$ cat config.mk
export PLATFORM = sky130hd
export DESIGN_NAME = keypad_scanner
export DESIGN_NICKNAME = d
export VERILOG_FILES = /design/src/rtl/keypad_scanner.sv
export SDC_FILE = /design/constraint.sdc
export NUM_CORES = 1
export LEC_CHECK = 0
export CAP_MARGIN = 20
export CORE_UTILIZATION = 55
export DETAILED_ROUTE_END_ITERATION = 10
export GPL_ROUTABILITY_DRIVEN = 0
export PLACE_DENSITY = 0.77
export SYNTH_ARGS = -nofsm -noshare
export SYNTH_HDL_FRONTEND = slang
export SYNTH_SLANG_ARGS = --single-unit
$ cat constraint.sdc
create_clock -name clk -period 2.1 [get_ports clk]
set_input_delay 0.525 -clock clk [delete_from_list [all_inputs] [get_ports clk]]
set_output_delay 0.525 -clock clk [all_outputs]
set_load 0.02 [all_outputs]
$ cat src/rtl/keypad_scanner.sv
// -----------------------------------------------------------------------------
// keypad_scanner
//   4x4 matrix keypad scanner feeding the calculator digit-entry stage.
//   Drives one active-low column at a time, synchronises the active-low rows
//   through two flops, debounces press and release, and emits a one-cycle
//   push (digit 0-9 on entrada) or guardar ('#') strobe per key event.
//
//   Optional feature macro: AUTO_REPEAT_EN
//     When defined, a held digit key re-issues push every REPEAT_CYCLES cycles.
//     When undefined, no repeat logic is built.
//
//   Keymap [row][col], row/col 0 = bit 0:
//     r0: 1 2 3 A | r1: 4 5 6 B | r2: 7 8 9 C | r3: * 0 # D
// -----------------------------------------------------------------------------
module keypad_scanner #(
  parameter int unsigned SCAN_CYCLES     = 4,
  parameter int unsigned DEBOUNCE_CYCLES = 16,
  parameter int unsigned REPEAT_CYCLES   = 4096
) (
  input  logic       clk,
  input  logic       rst,       // synchronous, active-low
  input  logic [3:0] filas,     // rows, active-low, asynchronous
  output logic [3:0] columnas,  // column drive, active-low one-hot
  output logic [3:0] entrada,   // last accepted digit
  output logic       push,      // one-cycle: new digit on entrada
  output logic       guardar    // one-cycle: '#' accepted
);

  // ---------------------------------------------------------------------------
  // Parameter sanity: the dwell must cover the two-flop row latency plus the
  // decision cycle, and the counters need at least one bit.
  // ---------------------------------------------------------------------------
  if (SCAN_CYCLES < 4 || DEBOUNCE_CYCLES < 2 || REPEAT_CYCLES < 2) begin : g_bad_params
    $error("keypad_scanner: SCAN_CYCLES>=4, DEBOUNCE_CYCLES>=2, REPEAT_CYCLES>=2 required");
  end

  localparam int DW  = $clog2(SCAN_CYCLES);
  localparam int DBW = $clog2(DEBOUNCE_CYCLES);

  localparam logic [DW-1:0]  DWELL_LAST = DW'(SCAN_CYCLES - 1);
  localparam logic [DBW-1:0] DB_LAST    = DBW'(DEBOUNCE_CYCLES - 1);

  localparam logic [3:0] ROWS_IDLE = 4'b1111;
  localparam logic [3:0] COL_FIRST = 4'b1110;

  typedef enum logic [1:0] {
    SCAN     = 2'd0,
    DEBOUNCE = 2'd1,
    FIRE     = 2'd2,
    RELEASE  = 2'd3
  } state_t;

  typedef struct packed {
    logic       is_digit;
    logic       is_hash;
    logic [3:0] value;
  } key_t;

  // Decode a latched row pattern and the driven column into a key.
  // Patterns with zero or several low rows decode to "no key", which covers
  // ghosting and multi-key presses in the same column.
  function automatic key_t decode_key(input logic [3:0] pat, input logic [3:0] cols);
    key_t       k;
    logic [1:0] row;
    logic [1:0] col;
    logic       one_row;
    k       = '0;
    row     = 2'd0;
    col     = 2'd0;
    one_row = 1'b1;
    case (pat)
      4'b1110: row = 2'd0;
      4'b1101: row = 2'd1;
      4'b1011: row = 2'd2;
      4'b0111: row = 2'd3;
      default: one_row = 1'b0;
    endcase
    case (cols)
      4'b1110: col = 2'd0;
      4'b1101: col = 2'd1;
      4'b1011: col = 2'd2;
      4'b0111: col = 2'd3;
      default: col = 2'd0;
    endcase
    if (one_row) begin
      case ({row, col})
        4'd0:  begin k.is_digit = 1'b1; k.value = 4'd1; end
        4'd1:  begin k.is_digit = 1'b1; k.value = 4'd2; end
        4'd2:  begin k.is_digit = 1'b1; k.value = 4'd3; end
        4'd4:  begin k.is_digit = 1'b1; k.value = 4'd4; end
        4'd5:  begin k.is_digit = 1'b1; k.value = 4'd5; end
        4'd6:  begin k.is_digit = 1'b1; k.value = 4'd6; end
        4'd8:  begin k.is_digit = 1'b1; k.value = 4'd7; end
        4'd9:  begin k.is_digit = 1'b1; k.value = 4'd8; end
        4'd10: begin k.is_digit = 1'b1; k.value = 4'd9; end
        4'd13: begin k.is_digit = 1'b1; k.value = 4'd0; end
        4'd14: k.is_hash = 1'b1;
        default: k = '0;  // A, B, C, D, '*'
      endcase
    end
    return k;
  endfunction

  // ---------------------------------------------------------------------------
  // State and datapath registers
  // ---------------------------------------------------------------------------
  logic [3:0]     fs1_q, fs_q;
  state_t         state_q, state_d;
  logic [3:0]     cols_q, cols_d;
  logic [DW-1:0]  dwell_q, dwell_d;
  logic [DBW-1:0] dbc_q, dbc_d;
  logic [DBW-1:0] rel_q, rel_d;
  logic [3:0]     pattern_q, pattern_d;
  logic [3:0]     entrada_q, entrada_d;
  logic           push_q, push_d;
  logic           guardar_q, guardar_d;
  key_t           cur_key;

`ifdef AUTO_REPEAT_EN
  localparam int RPW = $clog2(REPEAT_CYCLES);
  localparam logic [RPW-1:0] REP_LAST = RPW'(REPEAT_CYCLES - 1);
  logic [RPW-1:0] rep_q, rep_d;
`endif

  // Key under the held column; valid while the column is parked.
  always_comb cur_key = decode_key(pattern_q, cols_q);

  // Row synchroniser and all FSM/datapath state, synchronous active-low reset.
  // NOTE: sequential state uses non-blocking (<=) so every flop samples the
  // pre-edge values; blocking here would chain fs1_q straight into fs_q.
  always_ff @(posedge clk) begin
    if (!rst) begin
      fs1_q     <= ROWS_IDLE;
      fs_q      <= ROWS_IDLE;
      state_q   <= SCAN;
      cols_q    <= COL_FIRST;
      dwell_q   <= '0;
      dbc_q     <= '0;
      rel_q     <= '0;
      pattern_q <= ROWS_IDLE;
      entrada_q <= 4'd0;
      push_q    <= 1'b0;
      guardar_q <= 1'b0;
`ifdef AUTO_REPEAT_EN
      rep_q     <= '0;
`endif
    end else begin
      fs1_q     <= filas;
      fs_q      <= fs1_q;
      state_q   <= state_d;
      cols_q    <= cols_d;
      dwell_q   <= dwell_d;
      dbc_q     <= dbc_d;
      rel_q     <= rel_d;
      pattern_q <= pattern_d;
      entrada_q <= entrada_d;
      push_q    <= push_d;
      guardar_q <= guardar_d;
`ifdef AUTO_REPEAT_EN
      rep_q     <= rep_d;
`endif
    end
  end

  // Next-state and registered-output logic. Strobes are computed one cycle
  // ahead so push/guardar (and the new entrada) are visible during FIRE.
  always_comb begin
    // NOTE: every target gets a default first so no path leaves one unassigned,
    // which would otherwise infer a latch.
    state_d   = state_q;
    cols_d    = cols_q;
    dwell_d   = dwell_q;
    dbc_d     = dbc_q;
    rel_d     = rel_q;
    pattern_d = pattern_q;
    entrada_d = entrada_q;
    push_d    = 1'b0;
    guardar_d = 1'b0;
`ifdef AUTO_REPEAT_EN
    rep_d     = rep_q;
`endif

    case (state_q)
      SCAN: begin
        if (dwell_q == DWELL_LAST) begin
          if (fs_q == ROWS_IDLE) begin
            cols_d  = {cols_q[2:0], cols_q[3]};
            dwell_d = '0;
          end else begin
            pattern_d = fs_q;
            dbc_d     = '0;
            state_d   = DEBOUNCE;
          end
        end else begin
          dwell_d = dwell_q + DW'(1);
        end
      end

      DEBOUNCE: begin
        if (fs_q != pattern_q) begin
          state_d = SCAN;
          dwell_d = '0;
        end else if (dbc_q == DB_LAST) begin
          state_d = FIRE;
          if (cur_key.is_digit) begin
            push_d    = 1'b1;
            entrada_d = cur_key.value;
          end else if (cur_key.is_hash) begin
            guardar_d = 1'b1;
          end
        end else begin
          dbc_d = dbc_q + DBW'(1);
        end
      end

      FIRE: begin
        state_d = RELEASE;
        rel_d   = '0;
`ifdef AUTO_REPEAT_EN
        // FIRE itself is the first cycle of the repeat period.
        rep_d   = RPW'(1);
`endif
      end

      RELEASE: begin
        if (fs_q == ROWS_IDLE) begin
          if (rel_q == DB_LAST) begin
            state_d = SCAN;
            cols_d  = {cols_q[2:0], cols_q[3]};
            dwell_d = '0;
          end else begin
            rel_d = rel_q + DBW'(1);
          end
        end else begin
          rel_d = '0;
        end
`ifdef AUTO_REPEAT_EN
        if (fs_q == pattern_q) begin
          if (rep_q == REP_LAST) begin
            rep_d  = '0;
            push_d = cur_key.is_digit;
          end else begin
            rep_d = rep_q + RPW'(1);
          end
        end else begin
          rep_d = '0;
        end
`endif
      end

      default: begin
        state_d = SCAN;
        dwell_d = '0;
      end
    endcase
  end

  assign columnas = cols_q;
  assign entrada  = entrada_q;
  assign push     = push_q;
  assign guardar  = guardar_q;

endmodule

-- Yosys cells after proc, flatten, opt, wreduce, memory -nomap -nowiden
Index checks and enable logic that the tools add are counted.
- memory bits (writable): 0
- latch bits: 0
- ROM bits: 0
- logic and storage cells: 105
- output and inout port bits: 10
- bits of input ports: 6
- flip-flop bits (word level): 34
- memories kept: 0
- add/subtract/negate cells: 3
- div/mod/pow operators: 0
- mux-type cells: 33
- multipliers: 0
- eq/ne operators: 36
- shift operators: 0
- bitwise gates (word level): 5
- order comparisons: 0
- reductions and logical operators: 17
- operators by type and width (operator ; number):
    equality test 4 bit, second input constant ; 13
    2-to-1 mux 4 bit ; 10
    one-hot mux 4 bit (9 select lines) ; 1
    one-hot mux 4 bit (2 select lines) ; 3
    equality test 4 x 3 -> 1 bit, second input constant ; 5
    AND reduction 5 bit ; 4
    2-to-1 mux 2 bit ; 9
    one-hot mux 2 bit (3 select lines) ; 3
    inequality test 2 bit, second input constant ; 8
    OR reduction 10 bit ; 1
    inequality test 3 bit, second input constant ; 3
    adder 4 x 1 -> 4 bit, second input constant ; 2
    one-hot mux 2 bit (4 select lines) ; 1
    OR reduction 4 bit ; 2
    equality test 2 bit, second input constant ; 3
    2-to-1 mux 6 bit ; 1
    nonzero test 2 bit ; 3
    2-to-1 mux 1 bit ; 5
    inverter 1 bit ; 5
    OR reduction 5 bit ; 1
    equality test 4 x 1 -> 1 bit, second input constant ; 1
    equality test 4 x 2 -> 1 bit, second input constant ; 1
    zero test 4 bit ; 1
    inequality test 4 bit ; 1
    7 further kinds ; 7

-- Depth between registers and ports, before layout
- depth after elaboration: 7
- depth in mapped cells: 8
- mapped depth without buffers: 7

-- Least setup slack after synthesis
OpenSTA, ideal clock, no wires.
- kind: flip-flop to flip-flop
- start: register cols_q[3] (netlist: columnas[3])
- end: register entrada_q[0] (netlist: entrada[0])
- path slack: 0.234 ns
- stages on the path, launching flop included: 8
- library setup time: 0.119 ns
- period minus slack after synthesis: 1.866 ns
- data required time: 1.981 ns
- arrival time: 1.747 ns
- path buffers: 2
- cells stage by stage: dfxtp_1 clkbuf_1 nand4b_1 o2111ai_1 and4_2 clkbuf_2 mux2i_1 nor2_1
- cells in the longest elaborated chain, start to end: 7
- elaborated cells on any way between the ends: 19
- those cells by class: eq/ne: 12; mux: 4; reduce/logical: 3
- RTL lines (item ; RTL line ; RTL):
    start: declaration ; 109 ; logic [3:0] cols_q, cols_d;
    start signal: assignment ; 151 ; cols_q <= cols_d;
    equality test 4 x 3 -> 1 bit or equality test 4 bit (tied branches) ; 78 ; case (cols)
    one-hot mux 2 bit (3 select lines) * ; 78 ;
    equality test 4 bit (tied with other cells) ; 86 ; case ({row, col})
    OR reduction 10 bit (no line) ; - ;
    2-to-1 mux 1 bit ; 86 ;
    2-to-1 mux 6 bit * ; 85 ; if (one_row) begin
    AND reduction 4 bit (no line) ; - ;
    end signal: assignment ; 156 ; entrada_q <= entrada_d;
    end: declaration ; 114 ; logic [3:0] entrada_q, entrada_d;
Every way passes the cells marked *; elsewhere a longest branch is shown, timed or not.
A chain may end at the register's enable or synchronous reset.

-- Worst setup path after layout
- start: register cols_q[3] (netlist: columnas[3])
- end: output columnas[3]
- RTL lines (item ; RTL line ; RTL):
    end: declaration ; 23 ; output logic [3:0] columnas,
No word-level cell between the ends.

==> results.toml <==
[clocking]
cts_setup_buffers = 0
cts_made_buffers = 5
htree_levels = 2
tritoncts = "done"
cts_root_buf = "clkbuf_4"
cts_resized = 0
clkLatencyLatePin_ns = 0.34
ctsHoldBuffers = 0
cts.path.max_buffers = 2
clkSinkCount = 34
clk_pin_slew_ns = 0.12

[logic_synthesis]
ys.flop_type = "dfxtp_1"
synth_nets = 212
synth_top_area_frac = 0.388
synthTopCellsByArea = "dfxtp_1 (39%), mux2i_1 (8.6%), nand2_1 (5.1%), ha_1 (5.0%), xor2_1 (4.0%)"
synth-seq-cells = 34
synth.distinct_cells = 45
synth-edff-count = 0
synth_area_leader_cell = "dfxtp_1"
async_flop_share = 0
synth_area_per_cell_um2 = 8.81
syn_inst = 199
yosysWarnings = 0
synth_most_common_cell = "dfxtp_1"
synth_common_cells = "dfxtp_1 (34), nand2_1 (24), nor2_1 (17)"
synth_area_um2 = 1750
yosysSeqAreaShare = 0.388

[route]
finalWirelength_mm = 3.45
drtIter0Drc = 64
routedWlPerCell_um = 13.5
vias_per_cell = 5.62
first_pass_iters = 4
antenna_left = 0
drc = 0
vias = 1438

[layout]
nets = 224
regArea_um2 = 686
drive_gt1_frac = 0.104
num_antenna_cells = 0
multi_input_area_um2 = 973
areaGrowthSynthToFinish_pct = 14.3
design_area_um2 = 2000
fillCellCount = 252

[sta]
max_slew.worst_pin.slew_ns = 0.466
drv_slew = 0
fin_crit_ns = 1.95
hold_viol = 0
relSlewSlack = 0.688
finClkSkew_ns = 0.00989
rsz0062_at_grt = "false"
finalSetupViolCount = 0
final.setup.tns_ns = 0
fin_crit_sh = 0.928
fmax_ghz = 0.513

[placed_design]
dp_hpwl_mm = 2.48
port_buffers = 15
dpl-instance-area_um2 = 1890

[worst_setup_path]
slowest_stage = "clkdlybuf4s50_1"
crit_fanout = 11
endpoint_kind = "primary output"
max_stage_delay_ns = 0.63
crit_path_start = "columnas[3]"
crit_path_cell_trace = "clkdlybuf4s50_1"
crit_type = "flip-flop to primary output"
critPathTopFamily = "buffers and inverters"
start_kind = "flip-flop"
required_ns = 1.57
regToRegEndpoint = "dbc_q[3]"
cp_num_buf_inv = 1
reg2reg_depth = 5
reg2reg_slack_ns = 0.18
worst-path-stages = 1
endpoint = "columnas[3]"
cp_data_arrival_time_ns = 1.42
r2r_start = "pattern_q[0]"

[global_routing]
antenna_found_initial = 0
grt_pass1_wl_mm = 5.88
grt_max_degree = 17
grt_use_total = 0.228
overflow = 0
first_global_vias = 1319

[die]
io_pins = 16
die-area_um2 = 3420
die_h_um = 58.5
die_x_um = 58.5
start_util = 0.579
rows = 20
core_um2 = 3030

[power_and_ir_drop]
leakage_nw = 0.758
power_density_nw_per_um2 = 825
ir_worst_vdd_mv = 0.434

[worst_hold_path]
min_path_cells = 1
hp-class = "flip-flop to flip-flop"
hp-start = "fs1_q[1]"

[job]
cap_violations = 0

[run_status]
status = "finished, final reports clean"
-- through the flow --
step	hold slack [ns]	std cells	worst slack (ns)	utilization	power, W
after global routing	0.453	256	0.0380	0.662	0.00174
after detailed placement	0.391	248	0.146	0.625	0.00106
after global placement	0.389	248	0.267	0.625	0.00104
after floorplan	0.386	199	0.234	-	0.000975
final	0.410	256	0.151	0.662	0.00165
after CTS	0.406	256	0.0193	0.660	0.00166
-- kinds of logic after synthesis --
logic type,Yosys count,share of synthesized area
and+or+nand+nor,85,0.256
DFF,34,0.388
AOI/OAI and AO/OA,32,0.118
buffers and inverters,17,0.0578
muxes,15,0.0856
xor gates and xnor gates,9,0.0449
adders and majority gates,7,0.0499
-- worst min path at each step --
stage | slack (ns) | end
CTS | 0.41 | fs_q[1]
finish | 0.41 | fs_q[1]
floorplan | 0.39 | fs_q[0]
detailed placement | 0.39 | fs_q[3]
global route | 0.45 | fs_q[1]
global placement | 0.39 | fs_q[0]
-- layer usage --
metal	wire length, µm	vias up	global-route usage	part of all wire
li1	-	720	-	-
met1	1550	672	0.270	0.45
met2	1680	36	0.386	0.49
met3	147	10	0.0637	0.043
met4	65	0	0.0986	0.019
met5	0	-	0	0
-- layout by cell type (no fill, tap or decap), types with 2 or more instances in the layout --
cell type,synthesis,final
ha_1,7,7
o21ai_0,8,8
clkdlybuf4s50_1,0,15
or3_2,2,2
nand2b_1,11,11
and3_1,3,2
bufinv_16,0,2
nand4_1,3,3
inv_1,5,5
a311oi_1,2,2
dfxtp_1,34,30
nand2_1,24,24
buf_4,0,2
nor2_1,17,17
dfxtp_2,0,4
xor2_1,8,8
mux2i_1,15,15
or3_1,2,2
nor2b_1,2,2
clkbuf_4,0,5
nor3_1,3,3
nand3_1,9,9
a31oi_1,4,4
a21oi_1,7,7
-- area by class of cell --
class                           count  share of cell area
Multi-Input combinational cell    148               0.486
Sequential cell                    34               0.342
Inverter                            5             0.00936
Clock inverter                      3              0.0343
Tap cell                           44              0.0275
Timing Repair Buffer               17              0.0824
Clock buffer                        5              0.0187
-- flip-flops by register name, summed over array words and instances (netlist names), named ones only --
| register | count |
|---|---|
| fs_q | 4 |
| dwell_q | 2 |
| guardar | 1 |
| entrada | 4 |
| columnas | 4 |
| fs1_q | 4 |
| pattern_q | 4 |
| rel_q | 4 |
| push | 1 |
| state_q | 1 |
| dbc_q | 4 |
-- report_power, final --
| part | internal, W | switching (W) | total, W | leakage [nW] |
|---|---|---|---|---|
| logic | 0.000135 | 0.000186 | 0.000321 | 0.427 |
| registers | 0.000685 | 0.0000427 | 0.000728 | 0.276 |
| clock network | 0.000372 | 0.000233 | 0.000606 | 0.0554 |
No activity file was read; power rests on OpenSTA's default activity.
